File: src/rtl/cpu_pkg.sv
`default_nettype none
// ============================================================================
//  Module      : cpu_pkg
//  Description : Shared constants and types for the 8-bit accumulator CPU
//                control path: bus-select codes, opcodes, ALU ops, FSM
//                state encoding and the decoded strobe bundle.
//  Revision    : 1.0 - initial release
// ============================================================================
package cpu_pkg;

    // Opcode field width (IR[7:5])
    localparam int CPU_OPC_W = 3;

    // Bus mux select codes
    localparam logic [1:0] BUS_MEM = 2'b00;
    localparam logic [1:0] BUS_DR  = 2'b01;
    localparam logic [1:0] BUS_PC  = 2'b10;
    localparam logic [1:0] BUS_AC  = 2'b11;

    // Opcodes
    localparam logic [2:0] OP_LDA = 3'b000;
    localparam logic [2:0] OP_STA = 3'b001;
    localparam logic [2:0] OP_ADD = 3'b010;
    localparam logic [2:0] OP_SUB = 3'b011;
    localparam logic [2:0] OP_AND = 3'b100;
    localparam logic [2:0] OP_JMP = 3'b101;
    localparam logic [2:0] OP_JZ  = 3'b110;
    localparam logic [2:0] OP_HLT = 3'b111;

    // ALU operations
    localparam logic [1:0] ALU_PASS = 2'b00;
    localparam logic [1:0] ALU_ADD  = 2'b01;
    localparam logic [1:0] ALU_SUB  = 2'b10;
    localparam logic [1:0] ALU_AND  = 2'b11;

    // Sequencer state encoding; codes 6 and 7 are illegal
    typedef enum logic [2:0] {
        ST_FETCH_A = 3'd0,
        ST_FETCH_I = 3'd1,
        ST_DECODE  = 3'd2,
        ST_EXEC1   = 3'd3,
        ST_EXEC2   = 3'd4,
        ST_HALT    = 3'd5
    } state_t;

    // Everything the sequencer drives in one cycle
    typedef struct packed {
        logic [1:0] bus_sel;
        logic       ar_ld;
        logic       ir_ld;
        logic       dr_ld;
        logic       ac_ld;
        logic       pc_ld;
        logic       pc_inc;
        logic       mem_we;
        logic [1:0] alu_op;
        logic       halted;
    } strobes_t;

    // Instructions that fetch a memory operand into DR and then load AC
    function automatic logic is_mem_operand(input logic [2:0] op);
        return (op == OP_LDA) || (op == OP_ADD) || (op == OP_SUB) || (op == OP_AND);
    endfunction

    // ALU operation used when a memory-operand instruction loads AC
    function automatic logic [1:0] alu_for(input logic [2:0] op);
        logic [1:0] r;
        case (op)
            OP_ADD:  r = ALU_ADD;
            OP_SUB:  r = ALU_SUB;
            OP_AND:  r = ALU_AND;
            default: r = ALU_PASS;
        endcase
        return r;
    endfunction

endpackage
`default_nettype wire

File: src/rtl/control_unit_if.sv
`default_nettype none
// ============================================================================
//  Module      : control_unit_if
//  Description : Controller <-> datapath signal bundle. The master modport
//                is the sequencer, the slave modport is the datapath.
//  Revision    : 1.0 - initial release
// ============================================================================
interface control_unit_if;
    import cpu_pkg::*;

    logic [CPU_OPC_W-1:0] ir_op;
    logic                 ac_zero;
    logic [1:0]           bus_sel;
    logic                 ar_ld;
    logic                 ir_ld;
    logic                 dr_ld;
    logic                 ac_ld;
    logic                 pc_ld;
    logic                 pc_inc;
    logic                 mem_we;
    logic [1:0]           alu_op;
    logic                 halted;
    logic [2:0]           tstate;

    modport master (
        input  ir_op, ac_zero,
        output bus_sel, ar_ld, ir_ld, dr_ld, ac_ld, pc_ld, pc_inc, mem_we,
               alu_op, halted, tstate
    );

    modport slave (
        output ir_op, ac_zero,
        input  bus_sel, ar_ld, ir_ld, dr_ld, ac_ld, pc_ld, pc_inc, mem_we,
               alu_op, halted, tstate
    );

endinterface
`default_nettype wire

File: src/rtl/cu_decode.sv
`default_nettype none
// ============================================================================
//  Module      : cu_decode
//  Description : Purely combinational decode of (state, ir_op, ac_zero) into
//                the controller strobe bundle. kill forces the idle bundle
//                (bus on PC, no strobes, not halted).
//  Revision    : 1.0 - initial release
// ============================================================================
module cu_decode
    import cpu_pkg::*;
(
    input  state_t     state,
    input  logic [2:0] ir_op,
    input  logic       ac_zero,
    input  logic       kill,
    output strobes_t   strb
);

    // Per-state strobe decode; anything not named stays at its idle value
    always_comb begin
        strb         = '0;
        strb.bus_sel = BUS_PC;
        strb.alu_op  = ALU_PASS;
        if (!kill) begin
            case (state)
                ST_FETCH_A: begin
                    strb.bus_sel = BUS_PC;
                    strb.ar_ld   = 1'b1;
                end
                ST_FETCH_I: begin
                    strb.bus_sel = BUS_MEM;
                    strb.ir_ld   = 1'b1;
                    strb.dr_ld   = 1'b1;
                    strb.pc_inc  = 1'b1;
                end
                ST_DECODE: begin
                    // Operand address comes from the low bits of DR
                    strb.bus_sel = BUS_DR;
                    strb.ar_ld   = 1'b1;
                end
                ST_EXEC1: begin
                    if (is_mem_operand(ir_op)) begin
                        strb.bus_sel = BUS_MEM;
                        strb.dr_ld   = 1'b1;
                    end else if (ir_op == OP_STA) begin
                        strb.bus_sel = BUS_AC;
                        strb.mem_we  = 1'b1;
                    end else if (ir_op == OP_JMP) begin
                        strb.bus_sel = BUS_DR;
                        strb.pc_ld   = 1'b1;
                    end else if (ir_op == OP_JZ) begin
                        strb.bus_sel = BUS_DR;
                        strb.pc_ld   = ac_zero;
                    end
                end
                ST_EXEC2: begin
                    strb.bus_sel = BUS_DR;
                    strb.ac_ld   = 1'b1;
                    strb.alu_op  = alu_for(ir_op);
                end
                ST_HALT: begin
                    strb.halted  = 1'b1;
                end
                default: begin
                    // Illegal codes: idle bundle, recovery is in the state register
                end
            endcase
        end
    end

endmodule
`default_nettype wire

File: src/rtl/control_unit.sv
`default_nettype none
// ============================================================================
//  Module      : control_unit
//  Description : Multi-cycle sequencer for the 8-bit accumulator CPU. Holds
//                the state register and next-state logic; strobes are
//                decoded combinationally by cu_decode.
//                Optional build macro CU_SINGLE_STEP_EN adds a 'step' input
//                that gates FETCH_A so each pulse runs one instruction.
//  Revision    : 1.0 - initial release
// ============================================================================
module control_unit
    import cpu_pkg::*;
#(
    parameter int DATA_W = 8,
    parameter int ADDR_W = 5,
    parameter int OPC_W  = 3
) (
    input  logic            clk,
    input  logic            rst,
`ifdef CU_SINGLE_STEP_EN
    input  logic            step,
`endif
    control_unit_if.master  cu
);

    // The opcode field and address must fit the datapath word
    if ((OPC_W != CPU_OPC_W) || (ADDR_W > DATA_W)) begin : g_cfg_err
        $error("control_unit: unsupported DATA_W/ADDR_W/OPC_W combination");
    end

    state_t   r_state;
    strobes_t w_strb;
    logic     w_go;
    logic     w_kill;

`ifdef CU_SINGLE_STEP_EN
    assign w_go = step;
`else
    assign w_go = 1'b1;
`endif

    // Reset idles the outputs; FETCH_A without a step also idles them
    assign w_kill = rst || ((r_state == ST_FETCH_A) && !w_go);

    // State register and next-state logic
    always_ff @(posedge clk) begin
        if (rst) begin
            r_state <= ST_FETCH_A;
        end else begin
            case (r_state)
                ST_FETCH_A: r_state <= w_go ? ST_FETCH_I : ST_FETCH_A;
                ST_FETCH_I: r_state <= ST_DECODE;
                ST_DECODE:  r_state <= (cu.ir_op == OP_HLT) ? ST_HALT : ST_EXEC1;
                ST_EXEC1:   r_state <= is_mem_operand(cu.ir_op) ? ST_EXEC2 : ST_FETCH_A;
                ST_EXEC2:   r_state <= ST_FETCH_A;
                ST_HALT:    r_state <= ST_HALT;
                default:    r_state <= ST_FETCH_A;
            endcase
        end
    end

    cu_decode u_decode (
        .state   (r_state),
        .ir_op   (cu.ir_op),
        .ac_zero (cu.ac_zero),
        .kill    (w_kill),
        .strb    (w_strb)
    );

    assign cu.bus_sel = w_strb.bus_sel;
    assign cu.ar_ld   = w_strb.ar_ld;
    assign cu.ir_ld   = w_strb.ir_ld;
    assign cu.dr_ld   = w_strb.dr_ld;
    assign cu.ac_ld   = w_strb.ac_ld;
    assign cu.pc_ld   = w_strb.pc_ld;
    assign cu.pc_inc  = w_strb.pc_inc;
    assign cu.mem_we  = w_strb.mem_we;
    assign cu.alu_op  = w_strb.alu_op;
    assign cu.halted  = w_strb.halted;
    assign cu.tstate  = r_state;

endmodule
`default_nettype wire

File: src/flat_wrapper.sv
// flat-port wrapper written by rule: the top's interface ports become plain ports
module control_unit_flat import cpu_pkg::*;
#(
    parameter int DATA_W = 8,
    parameter int ADDR_W = 5,
    parameter int OPC_W  = 3
)
  (clk, rst, cu_ir_op, cu_ac_zero, cu_bus_sel, cu_ar_ld, cu_ir_ld, cu_dr_ld, cu_ac_ld, cu_pc_ld, cu_pc_inc, cu_mem_we, cu_alu_op, cu_halted, cu_tstate);
  control_unit_if cu_i ();
  input  logic clk;
  input  logic rst;
  input wire logic [$bits(cu_i.ir_op)-1:0] cu_ir_op;
  input wire logic [$bits(cu_i.ac_zero)-1:0] cu_ac_zero;
  output wire logic [$bits(cu_i.bus_sel)-1:0] cu_bus_sel;
  output wire logic [$bits(cu_i.ar_ld)-1:0] cu_ar_ld;
  output wire logic [$bits(cu_i.ir_ld)-1:0] cu_ir_ld;
  output wire logic [$bits(cu_i.dr_ld)-1:0] cu_dr_ld;
  output wire logic [$bits(cu_i.ac_ld)-1:0] cu_ac_ld;
  output wire logic [$bits(cu_i.pc_ld)-1:0] cu_pc_ld;
  output wire logic [$bits(cu_i.pc_inc)-1:0] cu_pc_inc;
  output wire logic [$bits(cu_i.mem_we)-1:0] cu_mem_we;
  output wire logic [$bits(cu_i.alu_op)-1:0] cu_alu_op;
  output wire logic [$bits(cu_i.halted)-1:0] cu_halted;
  output wire logic [$bits(cu_i.tstate)-1:0] cu_tstate;
  assign cu_i.ir_op = cu_ir_op;
  assign cu_i.ac_zero = cu_ac_zero;
  assign cu_bus_sel = cu_i.bus_sel;
  assign cu_ar_ld = cu_i.ar_ld;
  assign cu_ir_ld = cu_i.ir_ld;
  assign cu_dr_ld = cu_i.dr_ld;
  assign cu_ac_ld = cu_i.ac_ld;
  assign cu_pc_ld = cu_i.pc_ld;
  assign cu_pc_inc = cu_i.pc_inc;
  assign cu_mem_we = cu_i.mem_we;
  assign cu_alu_op = cu_i.alu_op;
  assign cu_halted = cu_i.halted;
  assign cu_tstate = cu_i.tstate;
  control_unit #(.DATA_W(DATA_W), .ADDR_W(ADDR_W), .OPC_W(OPC_W)) u_core (.clk(clk), .rst(rst), .cu(cu_i));
endmodule
File: config.mk
export PLATFORM = sky130hd
export DESIGN_NAME = control_unit_flat
export DESIGN_NICKNAME = d
export VERILOG_FILES = /design/src/rtl/cpu_pkg.sv /design/src/rtl/control_unit_if.sv /design/src/rtl/cu_decode.sv /design/src/rtl/control_unit.sv /design/src/flat_wrapper.sv
export SDC_FILE = /design/constraint.sdc
export NUM_CORES = 1
export LEC_CHECK = 0
export CAP_MARGIN = 10
export CORE_AREA = 2 2 39 41
export DETAILED_ROUTE_END_ITERATION = 7
export DIE_AREA = 0 0 41 43
export GPL_TIMING_DRIVEN = 0
export SETUP_SLACK_MARGIN = 0.05
export SLEW_MARGIN = 25
export SYNTH_ARGS = -nofsm -noshare
export SYNTH_HDL_FRONTEND = slang
export SYNTH_SLANG_ARGS = --single-unit
File: constraint.sdc
create_clock -name clk -period 2.3 [get_ports clk]
set_input_delay 0.46 -clock clk [delete_from_list [all_inputs] [get_ports clk]]
set_output_delay 0.46 -clock clk [all_outputs]
set_load 0.1 [all_outputs]
Word-level counts from Yosys, hierarchy flattened --
Index checks and enable logic that the tools add are counted.
Word-level totals: input port bits 6, bits in registers 3, output and inout port bits 15
Cells by class: mux-type cells 25, equality and inequality tests 12, reductions and logical operators 7
Operator list (count):
- equality test 3 bit (second input constant) | 6
- one-hot mux 3 bit (5 select lines) | 1
- two-way mux 1 bit | 13
- equality test 3 x 2 -> 1 bit (second input constant) | 4
- two-way mux 12 bit | 1
- one-hot mux 2 bit (3 select lines) | 2
- two-way mux 2 bit | 5
- equality test 3 x 1 -> 1 bit (second input constant) | 2
- logical NOT 3 bit | 2
- two-way mux 3 bit | 2
- OR reduction 2 bit | 2
- logical OR 1 bit | 3
- one-hot mux 1 bit (2 select lines) | 1

Depth between registers and ports, before layout --
Gate-level depths: netlist of run 1.
depth after elaboration 7, depth in mapped cells 4, mapped depth without buffers 3

By module --
From an unflattened synthesis of run 1, not the netlist that was laid out.
Second synthesis, totals: cells, all modules 49, area, all modules 369.1 sq um
By module, submodules not included:
- cu_decode | times used 1, cells an instance 35, area each 225.2 sq um, sequential area each 0.0 sq um
- control_unit | times used 1, cells an instance 14, area each 143.9 sq um, sequential area each 60.1 sq um

Least setup slack after synthesis of run 1 --
OpenSTA, ideal clock, no wires.
kind register -> output, start register u_core.r_state[0] (netlist: u_core.cu.tstate[0]), end output port cu_pc_inc, setup slack -2.214 ns, required time 1.840 ns, cell stages (with the launch flop) 5, arrival 4.054 ns, path through dfxtp_1 > clkbuf_1 > nand2b_1 > nor3_1 > buf_4
Between the ends: cells in the longest elaborated chain, start to end 3
Ends and longest elaborated chain:
- start: declaration | line control_unit.sv:31 | state_t r_state;
- start signal: assignment | line control_unit.sv:51 | ST_FETCH_A: r_state <= w_go ? ST_FETCH_I : ST_FETCH_A;
- start signal: assignment | line control_unit.sv:53 | ST_DECODE: r_state <= (cu.ir_op == OP_HLT) ? ST_HALT : ST_EXEC1;
- start signal: assignment | line control_unit.sv:54 | ST_EXEC1: r_state <= is_mem_operand(cu.ir_op) ? ST_EXEC2 : ST_FETCH_A;
- equality test 3 x 1 -> 1 bit | line cu_decode.sv:25 | case (state)
- two-way mux 1 bit | line cu_decode.sv:25
- two-way mux 12 bit | line cu_decode.sv:24 | if (!kill) begin
- end: declaration | line flat_wrapper.sv:20 | output wire logic [$bits(cu_i.pc_inc)-1:0] cu_pc_inc;
Every way passes these cells.

Worst setup path after layout of run 1 --
start input port rst, end output port cu_ac_ld
Between the ends: cells in the longest elaborated chain, start to end 1
Ends and longest elaborated chain:
- start: declaration | line flat_wrapper.sv:11 | input logic rst;
- two-way mux 12 bit | line cu_decode.sv:24
- end: declaration | line flat_wrapper.sv:18 | output wire logic [$bits(cu_i.ac_ld)-1:0] cu_ac_ld;
Every way passes these cells.

==> metrics.txt, run 1 <==
Core ar.=1380 µm²; Post-CTS Resized=53; Synth Area in Compound Gates=26.7%; antenna violations before repair=0; leading post-synthesis cells by cell area=dfxtp_1 (16%), a21oi_1 (5.5%), nand3_1 (5.5%), nand2_1 (5.1%), nand2b_1 (5.1%); Data arrival, critical path=1740 ps; P_int=168 µW; clock transition at the registers of the reported paths=40 ps; Area growth syn-to-layout=87.3%; Cell Area, Synth=365 µm²; synth unique cells=29; Initial Util=26.4%; commonest cells in the synthesized netlist=nand2_1 (5), a21oi_1 (4), nand3_1 (4), nor2_1 (4); Nets=80; initial DRC count=4; Worst Setup Start Kind=primary input; count of final setup violators=0; critical path type=primary input to primary output; Setup Buffers After CTS=0; Synth top area share=16.4%; row cnt=14; main combinational cell family by area after synthesis=simple AND/OR/NAND/NOR gates; cts hold-fix bufs=0; Syn Inst Count=52; antenna violation net count after detailed routing=0; wire per inst=11.0 µm; DP Area=684 µm²; crit end category=primary output; start point of the worst min-delay path=rst; part of the power in combinational logic=53.5%; first-pass GRT wire length=1590 µm; slew margin rel.=36.0%; Worst Skew=7.18 ps; Pins Over Slew Limit=0; number of diodes=0; Die ar.=1760 µm²; Final Cycle Share=95.6%; XOR/XNOR Fraction of Synth Area=2.40%; peak supply drop=0.413 mV; fin area=684 µm²; post-layout minimum cycle time=2200 ps; Synth Area in Adders=0%; Pleak=0.000294 µW; crit path max fanout=8; FMAX=0.455 GHz; num ports=21; Critical R2R Launch=u_core.cu.tstate[1]$_SDFF_PP0_; Hold Vio Cnt, Final=0; DRC=0; Reg2Reg Setup Slack=1280 ps; syn avg cell area=7.03 µm²; H-tree Lvls=1; dpl hpwl=760 µm; Largest register FFs=3; Port Buf Inserts=17; Switching Power=166 µW; Synth Area in Simple Gates=42.5%; Fillers=160; chip height=43 µm; RSZ-0062 raised after global routing=false; Seq/Total Area, Yosys=16.4%; overall global routing resource usage=13.1%; PwrDens=488 nW/µm²; Synth Warn #=0; clk_lat worst skew=240 ps; EDFF count, synth=0; Worst-Margin Slew=957 ps; clock buffer depth=2; CTS Buf Count=3; largest net degree at the start of global routing=11; max-cap violations=0; WL final=977 µm; grt ovf=0; number of vias per cell=5.00; Clock power frac=27.9%; Critical Path RT=1840 ps; multiplexer share of the synthesized area=0%; status=completed; layout cells sized above 1=53.4%; vias in the first global route=378; CTS root buffer=clkbuf_4; TritonCTS clock tree=yes; Final Wtd Congestion=0.771; Flop pwr share=18.5%; beginning of the critical path=rst; dominant synthesized flop cell=dfxtp_1; die width=41 µm; most common cell in the synthesized netlist=nand2_1; Net Sw Frac=49.7%; First-pass DRT Iterations=3; DR vias=445; ys async rst share=0%; FF+latch count, synth=3; Core Util, Final=49.5%; synthesized net count=58; CTS Sinks=3; area leader, netlist=dfxtp_1; worst min-delay path class=primary input to register
==> layout by cell type, fill, tap and decap left out, types with 2 or more instances in the layout <==
cell,n
buf_6,2
inv_1,3
nor3_4,3
a31oi_1,2
buf_2,5
nor2_2,2
nand3_1,4
nand2_1,5
clkdlybuf4s50_1,2
clkdlybuf4s15_2,3
nand2b_1,2
buf_4,3
clkbuf_4,4
nand2b_4,2
nor2_1,2
a211oi_4,2
a21oi_1,2
dfxtp_4,3
==> worst max-delay path, stage by stage <==
cell	delay [ps]
buf_6	120
nand2b_4	140
or3_4	420
inv_1	60
clkdlybuf4s18_2	530
==> power by group through the flow <==
| stage | logic (µW) | registers [µW] | clock network (µW) |
|---|---|---|---|
| floorplan | 126 | 86.4 | 0 |
| global placement | 185 | 63.0 | 0 |
| detailed placement | 185 | 62.9 | 0 |
| CTS | 182 | 62.2 | 95.4 |
| global route | 187 | 63.5 | 103 |
| finish | 179 | 61.9 | 93.2 |
==> final timing paths <==
kind,to,cells past startpoint
max reg2reg,u_core.cu.tstate[2]$_SDFF_PP0_,3
min,u_core.cu.tstate[2]$_SDFF_PP0_,2
max,cu_ac_ld,5
min reg2reg,u_core.cu.tstate[1]$_SDFF_PP0_,2
==> metrics by stage <==
step	worst slack [ps]	cells	hold slack [ps]	total power, µW	setup TNS (ps)
after detailed placement	-1120	85	567	248	-7080
after floorplan	-163	52	659	212	-288
after global routing	54.3	89	433	353	0
after global placement	-1110	85	565	248	-6970
final	101	89	437	334	0
after CTS	30.2	89	434	339	0
==> per-layer routing <==
layer / share of wire [%] / vias up / GRT usage, %
met3: 4.2 / 2 / 3.14
met5: 0 / - / 0
met2: 47 / 10 / 17.5
met4: 1.9 / 0 / 6.00
li1: - / 227 / -
met1: 47 / 206 / 19.0
==> final cells by class <==
type	instances	area, µm²	share of cell area, %
multi-input cells	41	354	51.7
repair buffers	17	144	21.0
flip-flops and latches	3	71.3	10.4
plain buffers	5	57.6	8.41
clock buffers	4	26.3	3.84
well taps	16	20.0	2.93
inverters	3	11.3	1.65
==> logic make-up after synthesis <==
logic type	Yosys count
and+or+nand+nor	26
xor gates and xnor gates	1
DFF	3
AOI/OAI and AO/OA	14
buffers and inverters	8
Power figures use the tool's default switching activity.
==> run 2, diff against run 1 <==
- DONT_BUFFER_PORTS: default -> 1
- GPL_ROUTABILITY_DRIVEN: default -> 0
- SLEW_MARGIN: 25 -> default
==> metrics.txt, run 2 (synthesis results as in run 1) <==
largest net degree at the start of global routing=11; antenna violations before repair=0; slew margin rel.=25.9%; Max stage delay cell, worst path=nor3_4; PwrDens=534 nW/µm²; CTS Buf Count=3; num ports=21; wire per inst=15.4 µm; part of the power in combinational logic=45.7%; count of final setup violators=7; First-pass DRT Iterations=4; failing checks=setup timing; clk_lat worst skew=230 ps; number of diodes=0; Top delay family on crit path=simple AND/OR/NAND/NOR gates; Pins Over Slew Limit=0; RSZ-0062 raised after global routing=true; Data arrival, critical path=2150 ps; Pleak=0.000221 µW; most frequent cells in the layout=buf_4 (5), nand2_1 (4); worst-path cell chain=buf_8, nand2b_4, nor3_4, buf_12; crit end category=primary output; fin worst setup slack=-310 ps; Core Util, Final=46.2%; Hold Vio Cnt, Final=0; Die ar.=1760 µm²; Net Sw Frac=51.6%; CTS Sinks=3; crit path max fanout=5; Critical Path RT=1840 ps; die width=41 µm; row cnt=14; FMAX=0.383 GHz; most common cell after layout, fill and taps aside=buf_4; initial DRC count=9; Core ar.=1380 µm²; Initial Util=26.4%; WL final=1190 µm; critical path type=register to primary output; status=finished with violations; Fillers=140; max-cap violations=0; antenna violation net count after detailed routing=0; clock transition at the registers of the reported paths=40 ps; total negative slack=-1260 ps; clock buffer depth=2; metal3 WL=67 µm; Buf/Inv on CP=2; dpl hpwl=784 µm; P_int=165 µW; layout cells sized above 1=62.3%; DRC=0; Worst Skew=1.66 ps; Pwr Total=342 µW; CTS root buffer=clkbuf_4; slowest stage delay, CP=870 ps; TritonCTS clock tree=yes; met2 WL=668 µm; Nets=68; Flop pwr share=26.2%; cts hold-fix bufs=0; vias in the first global route=383; Switching Power=176 µW; Cell Count, Final, Fillers Out=77; grt ovf=0; worst min-delay path class=primary input to register; Placed Instances=68; Port Buf Inserts=0; Worst Setup Start Kind=register; Largest register FFs=3; Clock power frac=28.1%; Fin Hold WS=469 ps; Area growth syn-to-layout=75.0%; number of vias per cell=5.61; overall global routing resource usage=14.2%; Worst-Margin Slew=1110 ps; H-tree Lvls=1; met1 WL=452 µm; post-layout minimum cycle time=2610 ps; Final Cycle Share=113%; first-pass GRT wire length=1720 µm; peak supply drop=0.276 mV; DR vias=432; chip height=43 µm; DR top layer=met3
==> run 2: cell types whose count changed in the layout (fill, tap and decap cells not counted), sizes merged <==
cell           delta
clkdlybuf4s18     -1
clkinvlp          +1
clkdlybuf4s15     -3
dlymetal6s2s      -1
dlygate4sd2       -1
buf               -1
inv               -1
clkdlybuf4s50     -2
clkbuf            -3
==> run 2: path summary, 6_finish.rpt <==
kind	from	to	slack [ps]	cells past startpoint
worst max-delay path	u_core.cu.tstate[0]$_SDFF_PP0_	cu_pc_inc	-310	4
worst min-delay path	rst	u_core.cu.tstate[0]$_SDFF_PP0_	470	2
worst max register to register	u_core.cu.tstate[1]$_SDFF_PP0_	u_core.cu.tstate[2]$_SDFF_PP0_	900	4
worst min register to register	u_core.cu.tstate[1]$_SDFF_PP0_	u_core.cu.tstate[1]$_SDFF_PP0_	760	2
==> run 2: timing repair <==
| action | 4_1_cts | 5_1_grt |
|---|---|---|
| buffers inserted | 2 | 3 |
| cloned | 0 | 0 |
| setup endpoints to repair | 11 | 11 |
| pin swaps | 4 | 5 |
| gates resized for setup | 6 | 11 |
==> run 2: metrics by stage <==
step	cell area [µm²]	setup WS, ps
floorplan	494	-163
global placement	514	-221
detailed placement	514	-220
CTS	591	-325
global route	639	-351
finish	639	-310
==> run 2: final cells by class <==
class / count / area [µm²] / area share (%)
Tap cell: 16 / 20.0 / 3.13
Timing Repair Buffer: 5 / 41.3 / 6.46
Multi-Input combinational cell: 41 / 407 / 63.6
Buffer: 5 / 58.8 / 9.20
Sequential cell: 3 / 71.3 / 11.2
Inverter: 3 / 15.0 / 2.35
Clock buffer: 4 / 26.3 / 4.11
==> run 2: metal layers <==
metal / global-route usage [%] / vias up
li1: - / 200
met1: 16.8 / 214
met2: 23.1 / 18
met3: 4.71 / 0
met4: 4.00 / 0
met5: 0 / -
==> run 2: power groups by stage <==
stage               Clock [µW]  Sequential, µW  Combinational (µW)
finish                    96.1            89.5                 156
global route               106            90.7                 163
CTS                       94.7            89.5                 147
detailed placement           0            88.7                 135
global placement             0            89.0                 134
floorplan                    0            86.4                 126
==> run 3, diff against run 2 <==
- SETUP_SLACK_MARGIN: 0.05 -> default
==> metrics.txt, run 3 (synthesis results as in run 1) <==
peak supply drop=0.300 mV; Pleak=0.000244 µW; FMAX=0.387 GHz; Initial Util=26.4%; part of the power in combinational logic=46.2%; Nets=71; H-tree Lvls=1; Clock power frac=28.1%; CTS root buffer=clkbuf_4; Placed Instances=68; WL final=1110 µm; DR vias=430; Cell Count, Final, Fillers Out=80; Worst Skew=5.05 ps; clk_lat worst skew=240 ps; most frequent cells in the layout=buf_4 (7), nand2_1 (4); clock transition at the registers of the reported paths=40 ps; overall global routing resource usage=15.7%; Flop pwr share=25.7%; post-layout minimum cycle time=2580 ps; slew margin rel.=27.4%; PwrDens=531 nW/µm²; critical path type=register to primary output; failing checks=setup timing; RSZ-0062 raised after global routing=true; Largest register FFs=3; Hold Vio Cnt, Final=0; Data arrival, critical path=2120 ps; largest net degree at the start of global routing=11; CTS Buf Count=3; Placement Setup Slack=-229 ps; Worst Hold End=u_core.cu.tstate[1]$_SDFF_PP0_; worst min-delay path class=primary input to register; vias in the first global route=394; TritonCTS clock tree=yes; Fillers=129; crit end category=primary output; wire per inst=13.9 µm; first-pass GRT wire length=1900 µm; max-cap violations=0; Net Sw Frac=50.9%; First-pass DRT Iterations=2; chip height=43 µm; Final Cycle Share=112%; Critical R2R Launch=u_core.cu.tstate[1]$_SDFF_PP0_; Reg2Reg Setup Slack=990 ps; row cnt=14; Switching Power=175 µW; Critical Path RT=1840 ps; Core ar.=1380 µm²; clock buffer depth=2; num ports=21; antenna violation net count after detailed routing=0; dpl hpwl=724 µm; P_int=169 µW; Port Buf Inserts=0; Area growth syn-to-layout=77.7%; number of vias per cell=5.38; fin worst setup slack=-285 ps; Die ar.=1760 µm²; antenna violations before repair=0; initial DRC count=3; grt ovf=0; Register-to-Register Path Depth=4; cts hold-fix bufs=0; count of final setup violators=7; start point of the worst min-delay path=cu_ir_op[2]; most common cell after layout, fill and taps aside=buf_4; DRC=0; crit path max fanout=7; Pins Over Slew Limit=0; die width=41 µm; layout cells sized above 1=62.5%; status=finished with violations; CTS Sinks=3; Worst-Margin Slew=1090 ps; Worst Setup Start Kind=register; FF-to-FF End=u_core.cu.tstate[0]$_SDFF_PP0_; number of diodes=0; WHS Path Cells=3
## run 3: worst max-delay path, stage by stage, from the launching register on
cell	delay [ps]
dfxtp_4	570
nand2b_4	80
or3_4	430
nor3_4	810
## run 3: worst max path at each step
| stage | start | endpoint | slack, ps | depth (start not counted) |
|---|---|---|---|---|
| after floorplan | u_core.cu.tstate[0]$_SDFF_PP0_ | cu_pc_inc | -160 | 4 |
| after global placement | u_core.cu.tstate[0]$_SDFF_PP0_ | cu_pc_inc | -230 | 4 |
| after detailed placement | u_core.cu.tstate[0]$_SDFF_PP0_ | cu_pc_inc | -230 | 4 |
| after CTS | u_core.cu.tstate[0]$_SDFF_PP0_ | cu_pc_inc | -310 | 4 |
| after global routing | u_core.cu.tstate[2]$_SDFF_PP0_ | cu_alu_op[0] | -350 | 3 |
| final | u_core.cu.tstate[2]$_SDFF_PP0_ | cu_alu_op[0] | -280 | 3 |
## run 3: repair_timing
item,in CTS,in global routing
resized for setup,11,5
setup endpoints to repair,11,12
gates cloned,0,0
hold endpoints to repair,0,0
buffers inserted,5,3
pin swaps,5,3
## run 3: power by group through the flow
stage	logic [µW]	registers (µW)	clock network, µW
global placement	133	88.7	0
global route	167	89.2	110
finish	159	88.6	96.9
CTS	153	87.9	100
detailed placement	134	88.7	0
floorplan	125	86.4	0
## run 3: area by class of cell
cell class              instances  area [µm²]  area share, %
flip-flops and latches          3        71.3           11.0
well taps                      16        20.0           3.08
plain buffers                   5        56.3           8.67
clock buffers                   4        26.3           4.05
inverters                       3        13.8           2.12
repair buffers                  8        63.8           9.83
multi-input cells              41         398           61.3
## run 3: through the flow
stage          utilization [%]  total power [µW]  hold slack, ps  TNS [ps]  cell area, µm²
6_report                  46.9               345             451     -1290             649
5_1_grt                   46.9               366             460     -1770             649
4_1_cts                   43.9               341             453     -1900             608
3_5_place_dp              37.0               222             681      -504             512
3_3_place_gp              37.0               222             682      -498             512
2_1_floorplan                -               212             659      -288             492
## run 3: per-layer routing
metal,share of wire [%],vias to the layer above,global-route usage [%]
li1,-,210,-
met5,0,-,0
met4,0,0,2.00
met2,51,9,23.4
met1,44,211,21.2
met3,4.6,0,6.28
